## src/rtl/mem_access_unit_pkg.sv

```systemverilog
// Shared types and constants for the MEM-stage data-memory access unit.
package mem_access_unit_pkg;

    typedef enum logic [1:0] {
        IDLE   = 2'd0,
        ACCESS = 2'd1,
        DONE   = 2'd2
    } state_t;

    localparam logic [31:0] DATA_BASE_DEFAULT = 32'h1001_0000;
    localparam logic [31:0] TIMEOUT_FILL      = 32'hDEAD_BEEF;
    localparam int          MAX_WAIT_DEFAULT  = 15;

endpackage

```

## src/rtl/mem_wait_timer.sv

```systemverilog
// Wait-cycle counter for a pending bus access; flags the last permitted wait cycle.
module mem_wait_timer
    import mem_access_unit_pkg::*;
#(
    parameter int MAX_WAIT = MAX_WAIT_DEFAULT
) (
    input  logic clk,
    input  logic reset,
    input  logic clear,
    input  logic inc,
    output logic last
);

    localparam int CW = $clog2(MAX_WAIT + 1);

    logic [CW-1:0] count;

    always_ff @(negedge clk or negedge reset) begin
        if (!reset) begin
            count <= '0;
        end else if (clear) begin
            count <= '0;
        end else if (inc) begin
            count <= count + 1'b1;
        end
    end

    // High while the increment taken this cycle would bring the count to MAX_WAIT.
    assign last = (count == CW'(MAX_WAIT - 1));

endmodule

```

## src/rtl/mem_access_unit.sv

```systemverilog
// MEM-stage controller: turns lw/sw into a req/ack bus transaction and stalls the
// pipeline until the access completes or times out.
module mem_access_unit
    import mem_access_unit_pkg::*;
#(
    parameter logic [31:0] DATA_BASE = DATA_BASE_DEFAULT,
    parameter int          ADDR_W    = 10,
    parameter int          MAX_WAIT  = MAX_WAIT_DEFAULT
) (
    input  logic              clk,
    input  logic              reset,
    input  logic              mem_read_i,
    input  logic              mem_write_i,
    input  logic [31:0]       addr_i,
    input  logic [31:0]       wdata_i,
    output logic              bus_req_o,
    output logic              bus_we_o,
    output logic [ADDR_W-1:0] bus_addr_o,
    output logic [31:0]       bus_wdata_o,
    input  logic              bus_ack_i,
    input  logic [31:0]       bus_rdata_i,
    output logic [31:0]       read_data_o,
    output logic              stall_o,
    output logic              enable_mem_wb_o,
    output logic              err_o
);

    state_t      state;
    logic        op;
    logic        both;
    logic        addr_ok;
    logic        wait_last;
    logic [31:0] offset;

    assign op     = mem_read_i | mem_write_i;
    assign both   = mem_read_i & mem_write_i;
    assign offset = addr_i - DATA_BASE;

    // DATA_BASE is word aligned, so offset[1:0] equals addr_i[1:0].
    assign addr_ok = (offset[1:0] == 2'b00) && (addr_i >= DATA_BASE)
                     && (offset[31:ADDR_W+2] == '0);

    mem_wait_timer #(
        .MAX_WAIT (MAX_WAIT)
    ) u_wait_timer (
        .clk   (clk),
        .reset (reset),
        .clear (state == IDLE),
        .inc   ((state == ACCESS) && !bus_ack_i),
        .last  (wait_last)
    );

    always_ff @(negedge clk or negedge reset) begin
        if (!reset) begin
            state       <= IDLE;
            bus_req_o   <= 1'b0;
            bus_we_o    <= 1'b0;
            bus_addr_o  <= '0;
            bus_wdata_o <= '0;
            read_data_o <= '0;
            err_o       <= 1'b0;
        end else begin
            case (state)
                IDLE: begin
                    if (op) begin
                        if (both) begin
                            err_o <= 1'b1;
                        end
                        if (addr_ok) begin
                            bus_req_o   <= 1'b1;
                            bus_we_o    <= mem_write_i;
                            bus_addr_o  <= offset[ADDR_W+1:2];
                            bus_wdata_o <= wdata_i;
                            state       <= ACCESS;
                        end else begin
                            err_o <= 1'b1;
                            if (!mem_write_i) begin
                                read_data_o <= '0;
                            end
                        end
                    end
                end
                ACCESS: begin
                    // An ack in the final wait cycle wins over the timeout.
                    if (bus_ack_i) begin
                        if (!bus_we_o) begin
                            read_data_o <= bus_rdata_i;
                        end
                        bus_req_o <= 1'b0;
                        state     <= DONE;
                    end else if (wait_last) begin
                        if (!bus_we_o) begin
                            read_data_o <= TIMEOUT_FILL;
                        end
                        bus_req_o <= 1'b0;
                        err_o     <= 1'b1;
                        state     <= DONE;
                    end
                end
                DONE: begin
                    state <= IDLE;
                end
                default: begin
                    state <= IDLE;
                end
            endcase
        end
    end

    // Gated by reset so upstream stages see no stall while reset is held.
    assign stall_o = reset && (((state == IDLE) && op && addr_ok) || (state == ACCESS));
    assign enable_mem_wb_o = ~stall_o;

endmodule

```

## config.mk

```make
export PLATFORM = sky130hd
export DESIGN_NAME = mem_access_unit
export DESIGN_NICKNAME = d
export VERILOG_FILES = /design/src/rtl/mem_access_unit_pkg.sv /design/src/rtl/mem_wait_timer.sv /design/src/rtl/mem_access_unit.sv
export SDC_FILE = /design/constraint.sdc
export NUM_CORES = 1
export LEC_CHECK = 0
export BUFFER_PORTS_ARGS = -buffer_cell sky130_fd_sc_hd__buf_2
export CORE_ASPECT_RATIO = 1.1
export CORE_MARGIN = 5
export CORE_UTILIZATION = 41
export CTS_CLUSTER_SIZE = 20
export DETAILED_ROUTE_END_ITERATION = 12
export GPL_TIMING_DRIVEN = 1
export PLACE_DENSITY = 0.73
export SYNTH_ARGS = -nofsm -noshare
export SYNTH_HDL_FRONTEND = slang
export SYNTH_SLANG_ARGS = --single-unit
```

## constraint.sdc

```tcl
create_clock -name clk -period 2.3 [get_ports clk]
set_clock_uncertainty 0.15 [all_clocks]
set_input_delay 0.115 -clock clk [delete_from_list [all_inputs] [get_ports clk]]
set_output_delay 0.115 -clock clk [all_outputs]
set_load 0.02 [all_outputs]
```

Word level (Yosys, flattened, before mapping). Index checks and enable logic that the tools add are counted.

Word-level logic and storage cells: 70. Output and inout bits: 79. Input bits: 101. Bits in registers: 83.

Order comparisons: 1. Reduce and logical (&&, ||, !) cells: 18. Bitwise logic cells: 3. Add/subtract/negate cells: 2. Equality and inequality tests: 12. Mux-type cells: 26.

Operator list (count): 32-bit 2-to-1 mux (7); 32-bit one-hot mux with 2 select lines (1); 32-bit by 29-bit greater-or-equal comparator with 1-bit output (second input constant) (1); 32-bit by 29-bit subtractor with 32-bit output (second input constant) (1); 20-bit zero test (1); 2-bit != test (second input constant) (5); 1-bit 2-to-1 mux (9); 3-bit != test (second input constant) (3); 2-bit 2-to-1 mux (4); 4-bit 2-to-1 mux (2); 7-bit AND reduction (1); 1-bit logical AND (6); 3-bit AND reduction (2); 5-bit AND reduction (1); 4-bit by 1-bit adder with 4-bit output (second input constant) (1); 4-bit == test (second input constant) (1); 2-bit zero test (2); 1-bit one-hot mux with 2 select lines (2); 2-bit one-hot mux with 2 select lines (1); 4-bit AND reduction (1); 2-bit nonzero test (2); 3-bit by 2-bit != test with 1-bit output (second input constant) (1); 2-bit by 1-bit == test with 1-bit output (second input constant) (1); 2-bit by 1-bit != test with 1-bit output (second input constant) (1); 5 further kinds (5).

Depth between registers and ports, before layout.
Depth after elaboration: 8. Gate-level depth with buffers: 7. Mapped depth without buffers: 6.

Cells and area by module. A second synthesis with hierarchy kept.

Cell total of the unflattened synthesis: 259. Area, all modules: 3709.8 sq um.

Modules (own cells, without submodules): mem_access_unit (area an instance 3489.6 sq um, seq. area each 1976.9 sq um, cells an instance 239, instances 1); mem_wait_timer (area an instance 220.2 sq um, seq. area each 100.1 sq um, cells an instance 20, instances 1).

==> summary.txt <==
Outcome
  – Status: complete, but fails checks
  – Failing checks: negative setup slack

Place
  – Place WS: -0.906 ns
  – Post-DP HPWL: 7.05 mm
  – GP Congestion: 0.806
  – Port bufs: 179

Die
  – # IOs: 180
  – Initial core utilization: 0.414
  – Die width: 99.8 um
  – Standard-cell row count: 36
  – Die Ht: 109 um
  – Area of the core: 8780 um2
  – Full die area: 10,900 um2

Critical path
  – Critical-path top delay cell: mux2_4
  – CP required: 1.18 ns
  – CP Max Fanout: 8
  – CP endpoint kind: register
  – Critical setup path kind: in2reg
  – Critical R2R Launch: state[1]
  – Reg2Reg Setup Slack: 0.27 ns
  – CP peak stage delay: 0.30 ns
  – Critical path cell sequence: buf_6, nor4_4, and4b_2, and4_4, and2_4, clkbuf_16, mux2_4
  – Reg-to-reg endpoint: bus_wdata_o[25]
  – Critical Path AT: 1.72 ns
  – Setup crit start kind: input port
  – Reg2reg path depth: 6

Min path
  – Hold crit path type: reg2reg
  – Worst hold path stage count: 1
  – Worst Hold Launch: err_o
  – Hold path endpoint: err_o

Cells and area
  – Area Growth Syn to Fin: 65.8%
  – Share of cells above drive strength 1: 0.643
  – Most common cell after layout, fill and taps aside: buf_6
  – Most frequent cells in the layout: 96 x buf_6, 92 x buf_2, 83 x dfrtn_1
  – Final Util: 0.686
  – # diodes: 0
  – Final #Nets: 611

GRT
  – GR Util met1: 0.225
  – Global-route track usage on met3: 0.0435
  – Vias in the first global route: 3,345
  – Antenna violations before repair: 1
  – First-pass GRT wire length: 16.8 mm
  – Layer with the highest usage: met2
  – Met2 usage: 0.360
  – Largest net degree at the start of global routing: 47
  – Overall routing resource usage: 0.200
  – Total grt overflow: 0

Clock tree
  – CTS clk-pin slew, worst paths: 0.05 ns
  – Num CTS Buffers: 9
  – Clock Tree Buf Depth: 2
  – H-tree level count: 3
  – CTS Sinks: 83
  – Clock Latency Late Sink: 0.33 ns
  – CTS tree: yes
  – Root Driver: clkbuf_8

Drt
  – DR WL/cell: 18.0 um
  – Antenna-violating nets left: 0
  – Total Routed Length: 11.3 mm
  – Vias after detailed routing: 3,062
  – DR pass1 iterations: 4
  – DR vias/cell: 4.91
  – Remaining DRCs: 0
  – Initial DRC Count: 84

STA
  – Final setup viols: 122
  – Slew Limit Fails: 0
  – RSZ-0062 raised after global routing: yes
  – Rel. slew slack: 0.584
  – Final Hold Viols: 0
  – Final worst setup slack: -0.546 ns
  – Worst Tran Pin Value: 0.621 ns

Pwr
  – Total power per unit cell area: 424 nW/um2
  – Static Leak: 3.16 nW
  – Max VDD drop: 0.303 mV

Synthesis
  – Synthesized net count: 358
  – Syn Area/Cell: 14.3 um2
  – Asr flop ratio synth: 1.00
  – FF+latch count, synth: 83
  – Main synth FF type: dfrtn_1
  – Yosys warnings: 0
  – EDFF count, synth: 0
  – Cells after synthesis: 255
  – Count of cell types in the netlist: 36
  – Seq/Total Area, Yosys: 0.571
  – Syn Std Cell Area: 3640 um2

Run
  – Max-cap violations: 0
[worst max-delay path, delay by kind of cell]
kind	cells	cell delay (ns)
AND/OR/NAND/NOR	4	1.01
buffers and inverters	2	0.30
multiplexers	1	0.30
[flip-flops by register name, indices dropped and copies added, names as in the netlist]
signal,cells
bus_wdata_o,32
read_data_o,32
bus_addr_o,10
u_wait_timer.count,4
state,2
bus_req_o,1
bus_we_o,1
err_o,1
[timing repair]
item                       CTS  global route
gates cloned                 3             1
pin swaps                    6            17
hold buffers                 0             0
resized for setup          178            18
setup endpoints to repair  157           157
setup buffers               35            19
[metal layers]
metal / vias up / share of wire
li1: 1428 / -
met4: 2 / 0.025
met3: 25 / 0.061
met2: 118 / 0.54
met1: 1489 / 0.37
met5: - / 0.00062
[worst max path at each step]
stage / start / cells past startpoint / slack [ns] / endpoint
CTS: state[0] / 4 / -0.51 / stall_o
global route: addr_i[26] / 7 / -0.58 / bus_wdata_o[25]
floorplan: addr_i[27] / 7 / -0.69 / bus_addr_o[9]
detailed placement: addr_i[13] / 7 / -0.91 / bus_wdata_o[5]
finish: addr_i[26] / 7 / -0.55 / bus_wdata_o[25]
global placement: addr_i[13] / 7 / -0.89 / bus_wdata_o[1]
[kinds of logic after synthesis]
kind of cell	count (synthesis)	synth area share
compound gates	52	0.112
fa+ha+maj	2	0.00688
buf+inv	18	0.0420
flops	83	0.571
mux	43	0.172
simple gates	57	0.0963
[synth_stat cells, drive strengths merged, types with 3 or more instances]
master / count / area share
a21oi: 4 / 0.0055
a22o: 32 / 0.077
buf: 8 / 0.032
clkbuf: 6 / 0.0062
dfrtn: 83 / 0.57
inv: 4 / 0.0041
mux2: 42 / 0.17
nand2: 3 / 0.0031
nand2b: 26 / 0.045
nand3: 3 / 0.0041
nor2: 4 / 0.0041
nor3: 4 / 0.0055
nor4: 4 / 0.0069
o21ai: 7 / 0.0096
[report_power, final]
group | switching, mW | internal [mW]
sequential | 0.00000977 | 1.47
combinational | 0.0999 | 0.109
clock | 0.474 | 0.407
[final cells by class]
cell class | instances | area, um2
fill | 593 | 2750
timing repair buffer | 256 | 2130
sequential | 83 | 2080
multi-input combinational | 154 | 1520
clock buffer | 13 | 149
tap | 114 | 143
inverter | 4 | 17.5
[through the flow]
step	hold WS (ns)	area, um2	TNS [ns]	power (mW)	instances
after floorplan	0.317	3660	-37.17	1.54	255
after global placement	0.271	4800	-52.46	1.67	558
after detailed placement	0.294	4800	-53.40	1.68	558
after CTS	0.327	5880	-26.95	2.58	609
after global routing	0.336	6030	-34.89	2.66	624
final	0.321	6030	-28.51	2.56	624
(Power assumes the default switching activity.)
